$ cat src/rtl/alu_issue_stage.sv
// alu_issue_stage: operand/issue stage feeding an external alu_32bit.
// Decodes one MIPS instruction per accept and reads operands from a 32-entry
// register file, with a bypass from the result that is retiring in the same cycle.
// It drives registered ALU controls and writes the ALU result back.
// SLT needs two ALU passes: a SUB to find the sign, then a pass that selects alu_less.
`timescale 1ns/1ps

module alu_issue_stage #(
    parameter int WIDTH = 32,
    parameter int NREG  = 32
) (
    input  logic             clk,
    input  logic             rst,
    input  logic             in_valid,
    output logic             in_ready,
    input  logic [31:0]      instr,
    output logic [WIDTH-1:0] alu_a,
    output logic [WIDTH-1:0] alu_b,
    output logic             alu_cin,
    output logic             alu_binv,
    output logic [WIDTH-1:0] alu_less,
    output logic             alu_sel1,
    output logic             alu_sel0,
    input  logic [WIDTH-1:0] alu_result,
    output logic             done,
    output logic [4:0]       done_rd,
    output logic [WIDTH-1:0] done_data,
    output logic             err,
    input  logic [4:0]       dbg_addr,
    output logic [WIDTH-1:0] dbg_data
);

    typedef enum logic [1:0] {IDLE = 2'd0, EXEC = 2'd1, SLT1 = 2'd2, SLT2 = 2'd3} state_t;

    state_t           state;
    logic [WIDTH-1:0] rf [NREG];
    logic [4:0]       dest;

    logic [5:0]       op;
    logic [5:0]       funct;
    logic [4:0]       rs;
    logic [4:0]       rt;
    logic             accept;
    logic             retiring;
    logic             dec_ok;
    logic             dec_slt;
    logic             dec_imm;
    logic [1:0]       dec_sel;
    logic             dec_binv;
    logic             dec_cin;
    logic [4:0]       dec_dest;
    logic [WIDTH-1:0] opnd_a;
    logic [WIDTH-1:0] opnd_b;
    logic             unused_shamt;

    // Signed less-than from a SUB result: the sign bit, corrected for overflow.
    function automatic logic slt_set(input logic [WIDTH-1:0] a,
                                     input logic [WIDTH-1:0] b,
                                     input logic [WIDTH-1:0] r);
        logic ovf;
        ovf = (a[WIDTH-1] != b[WIDTH-1]) && (r[WIDTH-1] != a[WIDTH-1]);
        return r[WIDTH-1] ^ ovf;
    endfunction

    assign op           = instr[31:26];
    assign rs           = instr[25:21];
    assign rt           = instr[20:16];
    assign funct        = instr[5:0];
    assign unused_shamt = ^instr[10:6];
    assign in_ready     = (state != SLT1);
    assign accept       = in_valid && in_ready;
    assign retiring     = (state == EXEC) || (state == SLT2);
    assign dbg_data     = (dbg_addr == 5'd0) ? {WIDTH{1'b0}} : rf[dbg_addr];

    // Decode opcode/funct into ALU controls, destination and operand-b source.
    always_comb begin
        dec_ok   = 1'b1;
        dec_slt  = 1'b0;
        dec_imm  = 1'b0;
        dec_sel  = 2'b10;
        dec_binv = 1'b0;
        dec_cin  = 1'b0;
        dec_dest = instr[15:11];
        if (op == 6'h08) begin
            dec_imm  = 1'b1;
            dec_dest = rt;
        end else if (op == 6'h00) begin
            case (funct)
                6'h24:   dec_sel = 2'b00;
                6'h25:   dec_sel = 2'b01;
                6'h20:   dec_sel = 2'b10;
                6'h22: begin
                    dec_binv = 1'b1;
                    dec_cin  = 1'b1;
                end
                6'h2A: begin
                    dec_slt  = 1'b1;
                    dec_binv = 1'b1;
                    dec_cin  = 1'b1;
                end
                default: dec_ok = 1'b0;
            endcase
        end else begin
            dec_ok = 1'b0;
        end
    end

    // Operand fetch; a result retiring this edge overrides the not-yet-written regfile entry.
    always_comb begin
        if (rs == 5'd0) begin
            opnd_a = {WIDTH{1'b0}};
        end else if (retiring && (dest != 5'd0) && (rs == dest)) begin
            opnd_a = alu_result;
        end else begin
            opnd_a = rf[rs];
        end
        if (dec_imm) begin
            opnd_b = {{(WIDTH-16){instr[15]}}, instr[15:0]};
        end else if (rt == 5'd0) begin
            opnd_b = {WIDTH{1'b0}};
        end else if (retiring && (dest != 5'd0) && (rt == dest)) begin
            opnd_b = alu_result;
        end else begin
            opnd_b = rf[rt];
        end
    end

    // Issue FSM, ALU control registers, write-back and retire/error pulses.
    always_ff @(posedge clk or posedge rst) begin
        if (rst) begin
            state     <= IDLE;
            dest      <= 5'd0;
            alu_a     <= {WIDTH{1'b0}};
            alu_b     <= {WIDTH{1'b0}};
            alu_cin   <= 1'b0;
            alu_binv  <= 1'b0;
            alu_less  <= {WIDTH{1'b0}};
            alu_sel1  <= 1'b0;
            alu_sel0  <= 1'b0;
            done      <= 1'b0;
            done_rd   <= 5'd0;
            done_data <= {WIDTH{1'b0}};
            err       <= 1'b0;
            for (int i = 0; i < NREG; i++) begin
                rf[i] <= {WIDTH{1'b0}};
            end
        end else begin
            done     <= 1'b0;
            err      <= 1'b0;
            alu_less <= {WIDTH{1'b0}};
            case (state)
                IDLE: state <= IDLE;
                EXEC, SLT2: begin
                    done      <= 1'b1;
                    done_rd   <= dest;
                    done_data <= alu_result;
                    if (dest != 5'd0) begin
                        rf[dest] <= alu_result;
                    end
                    state <= IDLE;
                end
                SLT1: begin
                    alu_less <= {{(WIDTH-1){1'b0}}, slt_set(alu_a, alu_b, alu_result)};
                    alu_sel1 <= 1'b1;
                    alu_sel0 <= 1'b1;
                    alu_binv <= 1'b1;
                    alu_cin  <= 1'b1;
                    state    <= SLT2;
                end
                default: state <= IDLE;
            endcase
            if (accept) begin
                if (dec_ok) begin
                    alu_a    <= opnd_a;
                    alu_b    <= opnd_b;
                    alu_sel1 <= dec_sel[1];
                    alu_sel0 <= dec_sel[0];
                    alu_binv <= dec_binv;
                    alu_cin  <= dec_cin;
                    dest     <= dec_dest;
                    state    <= dec_slt ? SLT1 : EXEC;
                end else begin
                    err   <= 1'b1;
                    state <= IDLE;
                end
            end
        end
    end

endmodule

$ cat config.mk
export PLATFORM = sky130hd
export DESIGN_NAME = alu_issue_stage
export DESIGN_NICKNAME = d
export VERILOG_FILES = /design/src/rtl/alu_issue_stage.sv
export SDC_FILE = /design/constraint.sdc
export NUM_CORES = 2
export LEC_CHECK = 0
export CORE_MARGIN = 2
export CORE_UTILIZATION = 56
export CTS_BUF_LIST = sky130_fd_sc_hd__clkbuf_8 sky130_fd_sc_hd__clkbuf_16
export CTS_CLUSTER_SIZE = 30
export DETAILED_ROUTE_END_ITERATION = 10
export PLACE_DENSITY_LB_ADDON = 0.25
export SYNTH_ARGS = -nofsm -noshare
export SYNTH_HDL_FRONTEND = slang
export SYNTH_SLANG_ARGS = --single-unit
$ cat constraint.sdc
create_clock -name clk -period 43.7 [get_ports clk]
set_input_delay 10.925 -clock clk [delete_from_list [all_inputs] [get_ports clk]]
set_output_delay 10.925 -clock clk [all_outputs]
set_load 0.005 [all_outputs]
* Word-level counts from Yosys, hierarchy flattened
Cells that the tools add are included. W data, S select, Z words.
Word-level totals: bits in registers 1170
Operators by class: order comparisons 5, equal/unequal tests 14, multiplexer cells 52, bitwise logic cells 5, reduce and logical (&&, ||, !) cells 19
Operator list (number):
- $bwmux W1024 | 1
- $bmux W32 S5 | 3
- $mux W32 | 13
- $demux W32 S5 | 1
- $eq A6 B6 Y1 const B | 5
- $mux W1 | 26
- $ge A6 B6 Y1 const B | 4
- $not A5 Y6 | 4
- $logic_not A5 Y1 | 3
- $eq A5 B5 Y1 | 2
- $mux W2 | 5
- $pmux W2 S2 | 2
- $eq A6 B4 Y1 const B | 1
- $logic_and A1 B1 Y1 | 6
- $logic_not A6 Y1 | 1
- $lt A6 B1 Y1 const B | 1
- $mux W5 | 1
- $reduce_bool A5 Y1 | 1
- $reduce_or A5 Y1 | 1
- $eq A2 B2 Y1 const B | 2
- $reduce_and A2 Y1 | 2
- $reduce_or A2 Y1 | 2
- $reduce_or A3 Y1 | 1
- $eq A2 B1 Y1 const B | 1
- 5 further kinds | 6

* Longest topological paths before layout
depth after elaboration 7, mapped depth 10, mapped depth without buffers 7

* Least setup slack after synthesis
OpenSTA, ideal clock, no wires.
path type input -> output, from input dbg_addr[1], to output dbg_data[10], data arrival time 12563 ps, setup slack 20212 ps, stages on the path 8, path through clkbuf_1 -> buf_4 -> buf_2 -> buf_2 -> mux4_2 -> mux4_2 -> nand2_1 -> o21ai_1
On the way: word-level cells in the longest chain between the ends 5
RTL lines:
- start, declared | RTL line 29 | input logic [4:0] dbg_addr,
- $not A5 Y6 (implied by the code) | RTL line 73 | assign dbg_data = (dbg_addr == 5'd0) ? {WIDTH{1'b0}} : rf[dbg_addr];
- $bmux W32 S5 | RTL line 73
- $mux W32 (implied by the code) (2 in a row) | RTL line 73
- $mux W32 (*) | RTL line 73
- end, declared | RTL line 30 | output logic [WIDTH-1:0] dbg_data
Mark *: on every way between the ends. The rest lies on a longest branch, timed or not. The select of a mux whose other input is x is not followed.

* Worst setup path in the final report
from input dbg_addr[0], to output dbg_data[30]
Same word-level chain as after synthesis.

==> results.yml <==
outcome:
  status: "finished, final reports clean"
floorplanning:
  die_area_um2: 125300
  initial_utilization_pct: 56.35
  rows: 128
  die_h_um: 354.0
  fp.dieW_um: 354.0
  core_um2: 121700
  pin_count: 244
power_and_ir_drop:
  power_density_nw_per_um2: 34.73
  p_leak_nw: 33.46
  peakVddDrop_v: 0.00003949
setup_path:
  crit_path_end_kind: "primary output"
  worstSetupStartpointType: "input pin"
  cp_max_fo: 75
  crit_arrival_ns: 15.35
  regToRegSetupSlack_ns: 39.58
  rr_endpoint: "alu_a[28]"
  r2r-start: "state[0]"
  worstPathRequired_ns: 32.78
  worstRegToRegCells: 7
  critPathKind: "input pin to primary output"
clocking:
  clk_path_buf_depth: 3
  postCtsSetupBuffers: 0
  clock-sinks: 1139
  numCtsBuffers: 121
  clk_pin_slew_ns: 0.06
  h-tree-depth: 3
  ctsHoldBuffers: 0
  cts_root_buffer: "clkbuf_16"
  insertion_delay_ns: 0.74
  tritoncts: "yes"
  post_cts_resized: 0
drt:
  first_pass_iters: 6
  num_vias: 52520
  viasPerCell: 7.442
  drc: 0
  drt_iter0_drc: 7483
  routed_wl_um: 254500
  ant_nets: 0
  wire_per_inst_um: 36.07
synth:
  yosysSeqAreaShare_pct: 41.56
  synth.distinct_cells: 69
  ys_ff_latch: 1139
  synth_cells: 5437
  yosysWarnings: 0
  synthFlopType: "dfrtp_1"
  synth_edf_count: 0
  async_reset_ff_share_pct: 100.0
  post_synth.cell_area_avg_um2: 12.61
  syn_area_um2: 68590
grt:
  grt_max_degree: 164
  track_usage_pct: 40.09
  antenna_found_initial: 7
  grt_pass1_wl_um: 366700
  grt_pass1_vias: 51696
  grt_overflow: 0
sta:
  fin_skew_ns: 0.03678
  hold_viol_final: 0
  setup_viol: 0
  maxSlewHeadroom_pct: 6.508
  setup_tns_ns: 0
  final_max_slew_viol_count: 0
  rsz0062_at_grt: "no"
  fmax_ghz: 0.03805
  min_period_over_period_pct: 60.14
  fin_hold_ws_ns: 0.4257
  tightest_slew_ns: 1.396
  period_minus_slack_ns: 26.28
placed_design:
  port_buffers: 212
  place.gp.congestion: 0.9174
  placed_cells: 6825
  dp_hpwl_um: 145100
cells_and_area:
  drive_above_1_share_pct: 32.99
  finish.utilization_pct: 62.30
  layout_commonest_cell: "dfrtp_1"
  syn2layout_area_growth_pct: 10.56
  finalNonFillerCells: 7057
  fin_nets: 5395
  final_cell_mix: "dfrtp_1 (1138), mux2_2 (989), mux2i_1 (953)"
hold_path:
  hold_path.class: "flip-flop to flip-flop"
  min_to: "rf[1009]"
  hold_depth: 0
  hp-start: "rf[1009]"
run:
  drv_cap: 0
==> routing by layer <==
metal / share of wire, % / GRT usage [%] / wire (um) / vias up
met4: 6.8 / 23.58 / 17400 / 4
met1: 37 / 53.49 / 95030 / 26827
met3: 14 / 14.36 / 35510 / 1049
met5: 0.0090 / 0.2642 / 23 / -
li1: - / - / - / 20446
met2: 42 / 56.32 / 106600 / 4194
==> cells in the mapped netlist, types with 2 or more instances <==
master | instances | area share [%]
dfrtp_1 | 1139 | 42
mux2_2 | 989 | 16
mux2i_1 | 953 | 14
mux4_2 | 358 | 12
a22oi_1 | 287 | 3.1
clkbuf_1 | 261 | 1.4
buf_2 | 224 | 1.6
nand2_1 | 171 | 0.94
nor2_1 | 171 | 0.94
nand3_1 | 135 | 0.99
o22ai_1 | 124 | 1.1
buf_4 | 69 | 0.76
nand2b_1 | 53 | 0.48
nand4_1 | 53 | 0.48
buf_1 | 50 | 0.27
a21oi_1 | 47 | 0.34
a221oi_1 | 46 | 0.59
inv_1 | 38 | 0.21
mux2_1 | 38 | 0.62
a211oi_1 | 32 | 0.35
o21ai_1 | 32 | 0.23
o31ai_1 | 21 | 0.23
a31oi_1 | 20 | 0.18
nor2b_1 | 14 | 0.13
o21ai_0 | 11 | 0.080
o31ai_2 | 10 | 0.18
buf_6 | 9 | 0.15
xor2_1 | 8 | 0.10
nor3_1 | 7 | 0.051
nor4bb_1 | 6 | 0.088
and2_1 | 5 | 0.046
and4b_1 | 4 | 0.058
clkbuf_2 | 3 | 0.022
nand3b_1 | 3 | 0.033
nand4b_1 | 3 | 0.038
nand4bb_1 | 3 | 0.049
nor3_2 | 3 | 0.044
nor4b_2 | 3 | 0.066
and4_1 | 2 | 0.026
or2_2 | 2 | 0.018
xnor2_1 | 2 | 0.026
==> per-stage QoR <==
step                      setup WS, ns  instance area (um2)  power [mW]
final                            17.42                75830       2.634
after global routing             17.17                75820       2.703
after CTS                        17.42                75820       2.628
after detailed placement         17.42                71540       1.532
after global placement           17.50                71540       1.524
after floorplan                 0.6980                68700       1.389
==> cell families (layout without fill, tap and decap cells) <==
family / after synthesis / in the layout / share of synthesized area, %
AND/OR/NAND/NOR: 651 / 651 / 4.674
multiplexers: 2338 / 2338 / 42.53
buffers and inverters: 656 / 615 / 4.486
AO/OA/AOI/OAI: 642 / 642 / 6.626
XOR/XNOR: 10 / 10 / 0.1277
other: 1 / 37 / 0.005468
flip-flops: 1139 / 1139 / 41.56
==> flip-flops by register name, indices dropped and copies added (netlist names) <==
signal and cells:
err 1, state 2, alu_sel0 1, done 1, alu_a 32, done_rd 5
alu_sel1 1, alu_b 32, alu_binv 1, alu_less 1, rf 1024, done_data 32
dest 5, alu_cin 1
==> worst max-delay path: stages <==
cell and delay (ns):
buf_8 0.52, buf_4 0.91, buf_4 0.84, mux4_2 0.60, mux4_2 0.45, nand2_1 0.07, o21ai_1 0.22, clkdlybuf4s50_1 0.54
==> cell type report <==
class	instances	area, um2
fillers	9405	45890
multi-input cells	3672	37660
flip-flops and latches	1139	28510
clock buffers	147	3420
repair buffers	350	3187
well taps	1625	2033
clock inverters	79	850.8
inverters	39	153.9
diodes	6	15.01
==> worst max-delay path by stage <==
stage                 from      endpoint  slack, ns  depth (start not counted)
2_1_floorplan          rst      alu_a[0]       0.70                          1
3_3_place_gp   dbg_addr[0]  dbg_data[30]      17.50                          8
3_5_place_dp   dbg_addr[0]  dbg_data[30]      17.42                          8
4_1_cts        dbg_addr[0]  dbg_data[30]      17.42                          8
5_1_grt        dbg_addr[0]  dbg_data[30]      17.17                          8
6_report       dbg_addr[0]  dbg_data[30]      17.42                          8
==> report_power, final <==
group,internal (mW),switching (mW),total (mW)
logic,0.172,0.204,0.376
registers,1.10,0.0492,1.15
clock network,0.653,0.457,1.11
total,1.92,0.710,2.63
Note: power is estimated with default switching activity, not from simulation.
